File: config.mk
export PLATFORM = sky130hd
export DESIGN_NAME = codec_seq_ctrl
export DESIGN_NICKNAME = d
export VERILOG_FILES = /design/src/rtl/codec_seq_pkg.sv /design/src/rtl/lrck_mon.sv /design/src/rtl/codec_seq_ctrl.sv
export SDC_FILE = /design/constraint.sdc
export NUM_CORES = 1
export LEC_CHECK = 0
export ABC_AREA = 1
export CORE_UTILIZATION = 58
export DETAILED_ROUTE_END_ITERATION = 8
export PLACE_DENSITY = 0.75
export SKIP_CTS_REPAIR_TIMING = 1
export SYNTH_ARGS = -nofsm -noshare
export SYNTH_HDL_FRONTEND = slang
export SYNTH_HIERARCHICAL = 1
export SYNTH_SLANG_ARGS = --single-unit
export TNS_END_PERCENT = 1
File: constraint.sdc
create_clock -name clk -period 2.33 [get_ports clk]
set_input_delay 0.699 -clock clk [delete_from_list [all_inputs] [get_ports clk]]
set_output_delay 0.699 -clock clk [all_outputs]
set_load 0.005 [all_outputs]
File: src/rtl/codec_seq_pkg.sv
// Shared encodings for the codec sequencer: state codes, cfg bit positions, counter width.
package codec_seq_pkg;

  localparam int CNT_W = 20;
  localparam int CFG_W = 7;

  localparam int CFG_CSEL = 6;
  localparam int CFG_FS1  = 5;
  localparam int CFG_FS2  = 4;
  localparam int CFG_SR   = 3;
  localparam int CFG_FMT  = 2;
  localparam int CFG_MD1  = 1;
  localparam int CFG_MD2  = 0;

  typedef enum logic [2:0] {
    ST_APPLY  = 3'd0,
    ST_SETTLE = 3'd1,
    ST_LOCK   = 3'd2,
    ST_RUN    = 3'd3,
    ST_FAULT  = 3'd4,
    ST_MUTE   = 3'd5
  } state_e;

  // Zero-length phases behave as one cycle; oversize values pin to the counter ceiling.
  function automatic logic [CNT_W-1:0] clamp_cnt(input int unsigned v);
    if (v == 0) return CNT_W'(1);
    if ((v >> CNT_W) != 0) return '1;
    return v[CNT_W-1:0];
  endfunction

endpackage

File: src/rtl/lrck_mon.sv
// LRCK activity monitor: 2-flop synchronizer, rising-edge detect, edge counter, gap watchdog.
// An LRCK rising transition is counted on the 3rd clk edge after it; counters saturate.
module lrck_mon
  import codec_seq_pkg::*;
#(
  parameter logic [CNT_W-1:0] WDOG = 20'd1
) (
  input  logic             clk,
  input  logic             rst,
  input  logic             i_lrck,
  input  logic             i_clear,
  input  logic             i_enable,
  output logic [CNT_W-1:0] o_edge_cnt,
  output logic             o_gap_expired
);

  logic             r_sync1;
  logic             r_sync2;
  logic             r_prev;
  logic [CNT_W-1:0] r_edge_cnt;
  logic [CNT_W-1:0] r_gap;
  logic             w_edge;

  assign w_edge = r_sync2 & ~r_prev;

  always_ff @(posedge clk) begin
    if (rst) begin
      r_sync1    <= 1'b0;
      r_sync2    <= 1'b0;
      r_prev     <= 1'b0;
      r_edge_cnt <= '0;
      r_gap      <= '0;
    end else begin
      r_sync1 <= i_lrck;
      r_sync2 <= r_sync1;
      r_prev  <= r_sync2;
      if (i_clear) begin
        r_edge_cnt <= '0;
        r_gap      <= '0;
      end else if (i_enable) begin
        if (w_edge) begin
          r_gap <= '0;
          if (r_edge_cnt != {CNT_W{1'b1}}) r_edge_cnt <= r_edge_cnt + 1'b1;
        end else if (r_gap != {CNT_W{1'b1}}) begin
          r_gap <= r_gap + 1'b1;
        end
      end
    end
  end

  assign o_edge_cnt    = r_edge_cnt;
  assign o_gap_expired = (r_gap >= WDOG);

endmodule

File: src/rtl/codec_seq_ctrl.sv
// Codec power-up/reconfig sequencer: mute -> apply pins -> settle -> LRCK lock -> run.
// Outputs are registered from next-state so they line up with the state register.
module codec_seq_ctrl
  import codec_seq_pkg::*;
#(
  parameter int unsigned      MUTE_CYCLES   = 4096,
  parameter int unsigned      SETTLE_CYCLES = 50000,
  parameter int unsigned      LRCK_EDGES    = 16,
  parameter int unsigned      LOCK_TIMEOUT  = 500000,
  parameter int unsigned      WDOG_CYCLES   = 100000,
  parameter logic [CFG_W-1:0] DEF_CFG       = 7'b0000000
) (
  input  logic       clk,
  input  logic       rst,
  input  logic       cfg_valid,
  output logic       cfg_ready,
  input  logic [6:0] cfg_data,
  input  logic       i_adc_lrck,
  output logic       o_pll_csel,
  output logic       o_pll_fs1,
  output logic       o_pll_fs2,
  output logic       o_pll_sr,
  output logic       o_adc_fmt,
  output logic       o_adc_md1,
  output logic       o_adc_md2,
  output logic       o_dac_nmute,
  output logic       audio_ok,
  output logic       fault,
  output logic [2:0] state
);

  localparam logic [CNT_W-1:0] LP_MUTE    = clamp_cnt(MUTE_CYCLES);
  localparam logic [CNT_W-1:0] LP_SETTLE  = clamp_cnt(SETTLE_CYCLES);
  localparam logic [CNT_W-1:0] LP_EDGES   = clamp_cnt(LRCK_EDGES);
  localparam logic [CNT_W-1:0] LP_LOCK_TO = clamp_cnt(LOCK_TIMEOUT);
  localparam logic [CNT_W-1:0] LP_WDOG    = clamp_cnt(WDOG_CYCLES);

  state_e           r_state;
  state_e           w_state_nxt;
  logic [CNT_W-1:0] r_cnt;
  logic [CNT_W-1:0] w_cnt_inc;
  logic [CNT_W-1:0] w_edge_cnt;
  logic             w_cnt_clr;
  logic             w_gap_expired;
  logic             w_accept;
  logic             w_mon_clr;
  logic             w_mon_en;
  logic [6:0]       r_cfg;
  logic [6:0]       r_pins;
  logic             r_nmute;
  logic             r_audio_ok;
  logic             r_fault;
  logic             r_cfg_ready;

  assign w_accept  = cfg_valid & r_cfg_ready;
  assign w_cnt_inc = (r_cnt == {CNT_W{1'b1}}) ? r_cnt : r_cnt + 1'b1;
  assign w_mon_clr = (r_state == ST_SETTLE);
  assign w_mon_en  = (r_state == ST_LOCK) || (r_state == ST_RUN);

  lrck_mon #(
    .WDOG(LP_WDOG)
  ) u_lrck_mon (
    .clk          (clk),
    .rst          (rst),
    .i_lrck       (i_adc_lrck),
    .i_clear      (w_mon_clr),
    .i_enable     (w_mon_en),
    .o_edge_cnt   (w_edge_cnt),
    .o_gap_expired(w_gap_expired)
  );

  // Priority: lock beats lock-timeout, host accept beats watchdog expiry.
  always_comb begin
    w_state_nxt = r_state;
    w_cnt_clr   = 1'b0;
    case (r_state)
      ST_APPLY: begin
        w_state_nxt = ST_SETTLE;
        w_cnt_clr   = 1'b1;
      end
      ST_SETTLE: if (w_cnt_inc >= LP_SETTLE) begin
        w_state_nxt = ST_LOCK;
        w_cnt_clr   = 1'b1;
      end
      ST_LOCK: begin
        if (w_edge_cnt >= LP_EDGES) begin
          w_state_nxt = ST_RUN;
          w_cnt_clr   = 1'b1;
        end else if (w_cnt_inc >= LP_LOCK_TO) begin
          w_state_nxt = ST_FAULT;
          w_cnt_clr   = 1'b1;
        end
      end
      ST_RUN: begin
        if (w_accept) begin
          w_state_nxt = ST_MUTE;
          w_cnt_clr   = 1'b1;
        end else if (w_gap_expired) begin
          w_state_nxt = ST_FAULT;
          w_cnt_clr   = 1'b1;
        end
      end
      ST_FAULT: if (w_accept) begin
        w_state_nxt = ST_MUTE;
        w_cnt_clr   = 1'b1;
      end
      ST_MUTE: if (w_cnt_inc >= LP_MUTE) begin
        w_state_nxt = ST_APPLY;
        w_cnt_clr   = 1'b1;
      end
      default: begin
        w_state_nxt = ST_APPLY;
        w_cnt_clr   = 1'b1;
      end
    endcase
  end

  always_ff @(posedge clk) begin
    if (rst) begin
      r_state     <= ST_APPLY;
      r_cnt       <= '0;
      r_cfg       <= DEF_CFG;
      r_pins      <= DEF_CFG;
      r_nmute     <= 1'b0;
      r_audio_ok  <= 1'b0;
      r_fault     <= 1'b0;
      r_cfg_ready <= 1'b0;
    end else begin
      r_state     <= w_state_nxt;
      r_cnt       <= w_cnt_clr ? '0 : w_cnt_inc;
      if (w_accept) r_cfg <= cfg_data;
      // Pins only move on the APPLY cycle, which is always reached with the DAC muted.
      if (r_state == ST_APPLY) r_pins <= r_cfg;
      r_nmute     <= (w_state_nxt == ST_RUN);
      r_audio_ok  <= (w_state_nxt == ST_RUN);
      r_fault     <= (w_state_nxt == ST_FAULT);
      r_cfg_ready <= (w_state_nxt == ST_RUN) || (w_state_nxt == ST_FAULT);
    end
  end

  assign state       = r_state;
  assign cfg_ready   = r_cfg_ready;
  assign o_dac_nmute = r_nmute;
  assign audio_ok    = r_audio_ok;
  assign fault       = r_fault;
  assign o_pll_csel  = r_pins[CFG_CSEL];
  assign o_pll_fs1   = r_pins[CFG_FS1];
  assign o_pll_fs2   = r_pins[CFG_FS2];
  assign o_pll_sr    = r_pins[CFG_SR];
  assign o_adc_fmt   = r_pins[CFG_FMT];
  assign o_adc_md1   = r_pins[CFG_MD1];
  assign o_adc_md2   = r_pins[CFG_MD2];

endmodule

==> impl_results.md <==
* Status: finished, violations left
* Failing checks: negative setup slack
* RSZ-0062 raised after global routing: true
* WL/cell at 13.0 um
* Gr ovfl total at 0
* Initial antenna violation count at 0
* Root buf cell: clkbuf_8
* GRT Resource Usage Total at 27.0%
* Crit path DAT at 2.65 ns
* Post-DP HPWL at 8.73 mm
* Most common cell in the netlist: nand2_1
* Clk_lat worst skew at 0.36 ns
* Ys async rst share at 0%
* Largest stage delay, worst path at 0.35 ns
* Antenna Nets Post-Route at 0
* Data required, critical path at 2.63 ns
* Maximum vdd drop at 530 uV
* Critical-path cell list: ha_2 > nand3_4 > nor2_4 > nand3_1 > nand2_1 > nand3_1 > inv_1 > nand2_1 > nand2_1 > nor2_2 > nor2_2 > nand2_2 > nand2_2 > nand4_4 > clkbuf_16 > a21oi_2
* Via-to-Cell Ratio at 5.37
* Pleak at 2.41 nW
* Hold Vio Cnt, Final at 0
* Row count at 33
* DRC errors left at 0
* Final worst slack at -0.0189 ns
* Post-Syn Instances at 815
* Largest net degree at the start of global routing at 25
* Slowest stage cell, crit path: dfxtp_2
* Layout fillers at 729
* Final Setup Violations at 11
* Slew Limit Fails at 0
* Post-Syn Nets at 830
* Area occupied by multi-input gates at 3040 sq um
* Most frequent CP cell: nand2_1
* Compound-Gate Fraction of Synth Area at 8.57%
* Synthesized area at 5140 sq um
* Core area at 8380 sq um
* Post-synth EDFFs at 0
* Netlist cell types at 37
* Initial DRC Count at 229
* Final Cycle Share at 101%
* Worst rel slew slack at 60.3%
* First-pass GRT wire length at 19.7 mm
* IO Pins at 25
* Clk buf depth at 2
* Reg clk slew, reported paths at 0.10 ns
* Commonest cells in the netlist: nand2_1, nor2_1, inv_1
* Internal at 2.03 mW
* Die Span Y at 96.2 um
* Register area share after synthesis at 32.3%
* Post-Layout Cell Count at 968
* Vias in the first global route at 4,571
* WP buf/inv at 2
* Slew at the pin with the worst max-slew slack at 0.591 ns
* Critical-path maximum fanout at 5
* Yosys warnings at 6
* Post-Synth Adder-Cell Area at 0.973%
* Register area at 1680 sq um
* Sw power at 626 uW
* Min cycle time layout at 2.35 ns
* CP Launch Type: register
* Layout net count at 873
* Worst Hold Class: register to register
* Detailed Routing Iterations Pass 1 at 5
* Via count at 5,202
* WHS at 0.411 ns
* Synth Area per Inst at 6.31 sq um
* Share of the synthesized area in the top cell type at 32.3%
* Die area at 9240 sq um
* Top FF cell, synth: dfxtp_1
* Clk_skew at 0.0214 ns
* Sw frac at 23.6%
* Area leader, netlist: dfxtp_1
* Xor-xnor portion of the synthesized cell area at 2.73%
* Fmax at 426 MHz
* Type of the worst setup path: register to register
* Logic pwr share at 6.0%
* DP Worst Slack at 0.0405 ns
* Post-synthesis mux area share at 0%
* DIE WIDTH at 96.2 um
* # H-tree levels at 3
* Clock sinks at 83
* Inst Count DP at 945
* Synth Area in Simple Gates at 44.7%
* Layout cells sized above 1 at 15.4%
* Power share of the sequential group at 54.1%
* Core Util, Final at 71.3%
* Top post-synthesis cells by area: dfxtp_1, nand2_1, nor2_1
* Combinational family with the most area after synthesis: simple AND/OR/NAND/NOR gates
* GP Congestion at 0.899
* PwrDens at 445 nW/um^2
* Drt total wl at 12.6 mm
* Initial Util at 61.3%
* Area delta synth->final at 16.3%
* Max cap viols at 0
* Worst path top cell family by delay: simple AND/OR/NAND/NOR gates
* Yosys reg bits at 83
* Port buffer count at 24
* CTS tree: built
* Tot Pwr at 2.66 mW
* Clock power share at 40.0%
* Crit end category: register
* CTS Buf Count at 9
* Antenna cells at 0
==> worst paths after layout <==
kind / from / to / slack (ns) / depth (start not counted)
max: r_cnt[1]$_SDFF_PP0_ / r_cnt[0]$_SDFF_PP0_ / -0.02 / 16
min: u_lrck_mon/r_sync1$_SDFF_PP0_ / u_lrck_mon/r_sync2$_SDFF_PP0_ / 0.41 / 2
max reg2reg: r_cnt[1]$_SDFF_PP0_ / r_cnt[0]$_SDFF_PP0_ / -0.02 / 16
min reg2reg: u_lrck_mon/r_sync1$_SDFF_PP0_ / u_lrck_mon/r_sync2$_SDFF_PP0_ / 0.41 / 2
==> metal layers <==
layer  part of all wire, %  GRT usage, %
met5                     0             0
met4                   1.3          8.21
met3                   5.5          5.21
met2                    49          46.9
met1                    44          33.6
==> final cells by class <==
class | count | area share, %
Multi-Input combinational cell | 601 | 50.9
Sequential cell | 83 | 28.0
Timing Repair Buffer | 47 | 8.25
Inverter | 116 | 7.33
Clock buffer | 12 | 2.43
Tap cell | 105 | 2.20
Clock inverter | 4 | 0.837
==> stage by stage <==
| step | area (sq um) | setup TNS [ns] |
|---|---|---|
| finish | 5980 | -0.0997 |
| global route | 5980 | -2.57 |
| CTS | 5750 | 0 |
| detailed placement | 5560 | 0 |
| global placement | 5560 | 0 |
| floorplan | 5140 | 0 |
==> state kept, by name (all words and copies together) (netlist names) <==
| signal | flops |
|---|---|
| audio_ok | 1 |
| cfg_ready | 1 |
| fault | 1 |
| r_cfg | 7 |
| r_cnt | 20 |
| r_pins | 7 |
| state | 3 |
| u_lrck_mon/o_edge_cnt | 20 |
| u_lrck_mon/r_gap | 20 |
| u_lrck_mon/r_prev | 1 |
| u_lrck_mon/r_sync1 | 1 |
| u_lrck_mon/r_sync2 | 1 |
==> logic make-up after synthesis <==
logic type | Yosys count
buffers and inverters | 131
DFF | 83
xor gates and xnor gates | 16
and+or+nand+nor | 506
adders and majority gates | 4
AOI/OAI and AO/OA | 75
==> tightest hold or removal path, delay by kind of cell (launching register included) <==
kind / cells / cell delay [ns]
flip-flops: 1 / 0.30
AND/OR/NAND/NOR: 1 / 0.03
buffers and inverters: 1 / 0.04
==> cell usage in the layout (no fill, tap or decap), types with 16 or more instances in the layout <==
master,count
buf_4,16
nand2_1,190
a21oi_1,27
nand2_2,20
dfxtp_1,72
clkdlybuf4s50_1,24
nand3_1,69
o21ai_0,27
nand4_1,22
nor2_1,147
inv_1,107
==> power by group through the flow <==
stage / combinational [mW] / clock [mW] / sequential, mW
floorplan: 0.0703 / 0 / 1.47
global placement: 0.139 / 0 / 1.47
detailed placement: 0.141 / 0 / 1.47
CTS: 0.141 / 1.08 / 1.44
global route: 0.174 / 1.13 / 1.44
finish: 0.159 / 1.06 / 1.44
No activity file was read; power rests on OpenSTA's default activity.
==> RTL change 1, RTL diff (same settings) <==
Put one more register stage on the output `fault`, with the module's reset. The value now appears one clock later. The other outputs are not delayed to match.
--- a/src/rtl/codec_seq_ctrl.sv
+++ b/src/rtl/codec_seq_ctrl.sv
@@ -144,3 +144,9 @@
   assign audio_ok    = r_audio_ok;
-  assign fault       = r_fault;
+  always_ff @(posedge clk) begin
+    if (rst) begin
+      fault <= '0;
+    end else begin
+      fault <= r_fault;
+    end
+  end
   assign o_pll_csel  = r_pins[CFG_CSEL];
Formal check against the unedited RTL: same outputs for any inputs over 10 cycles, from zero or initial values and one cycle with rst high; that may be too few to reach the edited logic, so the function may still have changed.
==> RTL change 1 against the unedited design <==
Setup slack better by 0.18 ns; sequential cell count up 1; cell area shrank 1.0%; largest power group unchanged; wire length down 6.7%; power barely moved; die area decreased by 0.15%; final cell count shrank 2.0%; area after synthesis decreased by 0.15%; count of clock-buffer cells in the layout down 3; hold slack worse by 0.0035 ns; critical endpoint is now r_cnt[5]; critical path type unchanged.
==> RTL change 1: results (changes against the unedited design) <==
metric;value;unit;change
place_congestion;0.931;;+3.6%
ys_seq_area_share;32.8;%;+0.44 points
cts_buffers;9;;unchanged
groute.layer.met1.usage;34.6;%;+1.1 points
worstHoldPathType;reg -> reg;;
dpl_worst_slack;0.0641;ns;+0.0235 ns
drt_pass1_iterations;6;;+1
grt_usage;26.9;%;-0.11 points
fill_cells;723;;-0.82%
multi_input_area;3010;µm²;-1.2%
met3_usage;3.71;%;-1.5 points
grt_pass1_wl;19.5;mm;-0.87%
drtIter0Drc;211;;-7.9%
htree_levels;3;;unchanged
synth_top_area_share;32.8;%;+0.44 points
vdd_drop_max;0.350;mV;-34%
placed_cell_area;5540;µm²;-0.29%
antenna_cells;0;;unchanged
leakage;2.36;nW;-2.0%
dp_hpwl;8.63;mm;-1.1%
wire_per_inst;12.4;µm;-4.9%
insertion_delay;0.37;ns;
num_vias;5085;;-2.2%
grt_max_degree;22;;-12%
critPathArrivalTime;2.46;ns;-0.19 ns
slew-limit-headroom;66.7;%;+6.4 points
antenna_found_initial;0;;unchanged
synth_adder_area_share;0.975;%;+0.0014 points
ys_top_cells_by_area;dfxtp_1 (33%), nand2_1 (13%), nor2_1 (10%);;
drive_gt1_share;17.9;%;+2.5 points
status;finished, final reports clean;;
cts_max_path_buffers;2;;unchanged
synth_compound_area_share;8.41;%;-0.16 points
synth.area.mux_share;0;%;unchanged
clk_pin_slew;0.10;ns;about the same
synth_xor_area_share;2.73;%;+0.0040 points
synth.top_cells.by_count;nand2_1 (181), nor2_1 (139), inv_1 (99), dfxtp_1 (84), nand3_1 (66);;
synth_nets;814;;-1.9%
setup_violations;0;;-11
synth-main-ff-cell;dfxtp_1;;
worst-path-max-fanout;10;;+5
route.detailed.drc;0;;unchanged
port_buffers;24;;unchanged
synth-async-reset-ratio;0;%;unchanged
ys_warn_count;6;;unchanged
nets;854;;-2.2%
grt_pass1_vias;4486;;-1.9%
finClkSkew;0.0143;ns;-0.00716 ns
synth_cell_types;39;;+5.4%
use_met2;45.0;%;-2.0 points
root_buffer;clkbuf_8;;
-- RTL change 1: cell types whose count changed after synthesis, moves of 3 or more --
cell | before | now
nand4_1 | 22 | 25
inv_1 | 109 | 99
nand3_2 | 5 | 10
nand2_1 | 200 | 181
nor2_2 | 15 | 27
nand3_1 | 70 | 66
inv_2 | 4 | 15
nor2_1 | 154 | 139
-- RTL change 1: area by class of cell --
type | instances | share of cell area, %
Tap cell | 105 | 2.22
Clock buffer | 9 | 2.09
Inverter | 116 | 7.45
Multi-Input combinational cell | 583 | 50.8
Timing Repair Buffer | 45 | 7.45
Clock inverter | 7 | 1.27
Sequential cell | 84 | 28.7
-- RTL change 1: where the power goes --
part | switching (W) | internal, W | leakage, nW | total (W)
combinational | 0.0000806 | 0.0000711 | 1.58 | 0.000152
clock | 0.000626 | 0.000426 | 0.0990 | 0.00105
sequential | 0.00000751 | 0.00145 | 0.685 | 0.00145
total | 0.000714 | 0.00194 | 2.36 | 0.00266
-- RTL change 1: critical path, stage by stage (launching register included) --
cell	delay, ns
dfxtp_2	0.36
buf_4	0.15
nand3_4	0.09
nor2_4	0.18
nand3_1	0.10
nand2_1	0.09
nand3_2	0.12
inv_2	0.10
nand2_1	0.05
nor2_1	0.09
nand2_1	0.06
nand2_1	0.10
nand2_1	0.08
nand2_2	0.10
nand4_4	0.13
buf_12	0.18
a21oi_2	0.10
-- RTL change 1: worst paths after layout --
| kind | cells past startpoint | slack, ns | endpoint | start |
|---|---|---|---|---|
| max | 16 | 0.16 | r_cnt[5] | r_cnt[0] |
| min reg2reg | 2 | 0.41 | u_lrck_mon/r_sync2 | u_lrck_mon/r_sync1 |
| min | 2 | 0.41 | u_lrck_mon/r_sync2 | u_lrck_mon/r_sync1 |
| max reg2reg | 16 | 0.16 | r_cnt[5] | r_cnt[0] |
-- RTL change 1: cell families after synthesis --
family,Yosys count
flip-flops,84
AND/OR/NAND/NOR,488
adder cells (fa/ha/maj),4
AO/OA/AOI/OAI,75
buffers and inverters,132
XOR/XNOR,16
-- RTL change 1: per-stage QoR --
step | std cells | TNS (ns)
4_1_cts | 945 | 0
6_report | 949 | 0
3_3_place_gp | 929 | 0
3_5_place_dp | 929 | 0
2_1_floorplan | 799 | 0
5_1_grt | 949 | -0.0284
-- RTL change 1: metal layers --
metal	vias to the layer above	wire length, µm
met1	2306	5370
met2	159	5540
met3	18	653
met5	-	0
li1	2602	-
met4	0	217
==> RTL change 2, RTL diff (same flow settings) <==
Made on the original files. `CNT_W`: 20 -> 10.
--- a/src/rtl/codec_seq_pkg.sv
+++ b/src/rtl/codec_seq_pkg.sv
@@ -3,3 +3,3 @@
 
-  localparam int CNT_W = 20;
+  localparam int CNT_W = 10;
   localparam int CFG_W = 7;
Check against the original RTL: no difference found for any inputs over 10 cycles, from zero or initial values and one cycle with rst high; that may be too few to reach the edited logic, so the function may still have changed.
==> RTL change 2 against the unedited design <==
Register-to-register slack better by 0.35 ns; power is 33% lower; area after synthesis is 45% lower; first-iteration DRC count is 66% lower; setup slack better by 0.30 ns; sequential cell count is 30 lower; critical path type is now reg -> out; wire length is 57% lower; count of clock-buffer cells in the layout is 7 lower; sequential share of layout area is 4.0 points higher; via count is 51% lower; fmax is 15% higher; cell area is 45% lower; non-clock buffer count is 17 lower.
==> RTL change 2: results (changes against the unedited design) <==
metric;value;unit;change
htree_levels;2;;-1
grt_usage;23.6;%;-3.4 points
route.met3.wl;167;µm;-76%
multi_input_area_share;44.6;%;-6.3 points
drive_gt1_share;11.3;%;-4.1 points
worst-path-max-fanout;8;;+3
clk_share;4.15;%;+0.89 points
cpPeakStageDelay;0.55;ns;+0.20 ns
vdd_drop_max;0.430;mV;-19%
use_met2;41.5;%;-5.4 points
cts_buffers;5;;-4
ys_seq_area_share;37.3;%;+5.0 points
crit_slowest_cell;clkdlybuf4s50_1;;
dpl_worst_slack;0.178;ns;+0.138 ns
multi_input_area;1480;µm²;-51%
cp_top_family;buffers and inverters;;
grt_pass1_vias;2390;;-48%
buf_share;8.61;%;+0.36 points
synth.top_cells.by_count;nand2_1 (96), nor2_1 (80), inv_1 (65), dfxtp_1 (53), o21ai_0 (21);;
drt-met1-wl;2.63;mm;-52%
grt_pass1_wl;9.76;mm;-50%
synth-seq-cells;53;;-36%
dr_wl_met2;2.55;mm;-59%
seqCellArea;1060;µm²;-37%
finClkSkew;0.00880;ns;-0.0126 ns
r2r_cells;12;;-4
buffers;30;;-36%
synth_nets;433;;-48%
worstMarginPinSlew;0.583;ns;-0.00757 ns
multi_input_gates;291;;-52%
dp_hpwl;4.10;mm;-53%
groute.layer.met1.usage;28.3;%;-5.3 points
met3_usage;4.72;%;-0.49 points
syn_avg_cell_area;6.78;µm²;+7.5%
synth_cell_types;38;;+2.7%
fill_cells;405;;-44%
p_clk;0.000744;W;-30%
drtIter0Drc;78;;-66%
power_switching;0.000378;W;-40%
place_congestion;0.874;;-2.8%
insertion_delay;0.31;ns;-0.05 ns
clock_power_share;41.8;%;+1.8 points
core;4720;µm²;-44%
wl;5.47;mm;-57%
status;finished, final reports clean;;
leakage;1.43;nW;-41%
grt_max_degree;18;;-28%
comb-power;0.000112;W;-30%
inverters;70;;-40%
fin_cells;519;;-46%
critPathArrivalTime;1.35;ns;-1.30 ns
antenna_found_initial;0;;unchanged
place_inst;511;;-46%
ys_top_cells_by_area;dfxtp_1 (37%), nand2_1 (13%), nor2_1 (11%);;
drt_pass1_iterations;6;;+1
nets;465;;-47%
placed_cell_area;3180;µm²;-43%
num_vias;2539;;-51%
==> RTL change 2: cell count changes in the layout (fill, tap and decap cells not counted), sizes merged, moves of 6 or more <==
cell | unedited run | this run
xor2 | 8 | 2
nor2 | 174 | 91
nand2 | 213 | 104
buf | 21 | 6
nand3 | 78 | 25
a21oi | 40 | 16
clkbuf | 14 | 5
xnor2 | 8 | 1
nand4 | 23 | 6
inv | 113 | 70
dfxtp | 83 | 53
==> RTL change 2: final timing paths <==
path,endpoint,slack [ns],from
worst max register to register,cfg_ready,0.33,r_cnt[0]
worst min register to register,u_lrck_mon/r_prev,0.43,u_lrck_mon/r_sync2
worst max-delay path,state[2],0.28,state[2]
worst min-delay path,u_lrck_mon/r_prev,0.43,u_lrck_mon/r_sync2
==> RTL change 2: logic make-up after synthesis <==
kind of cell    count (synthesis)  synth area share [%]
compound gates                 50                  10.3
simple gates                  235                  39.4
flops                          53                  37.3
fa+ha+maj                       3                  1.32
buf+inv                        75                  10.7
xor+xnor                        3                 0.925
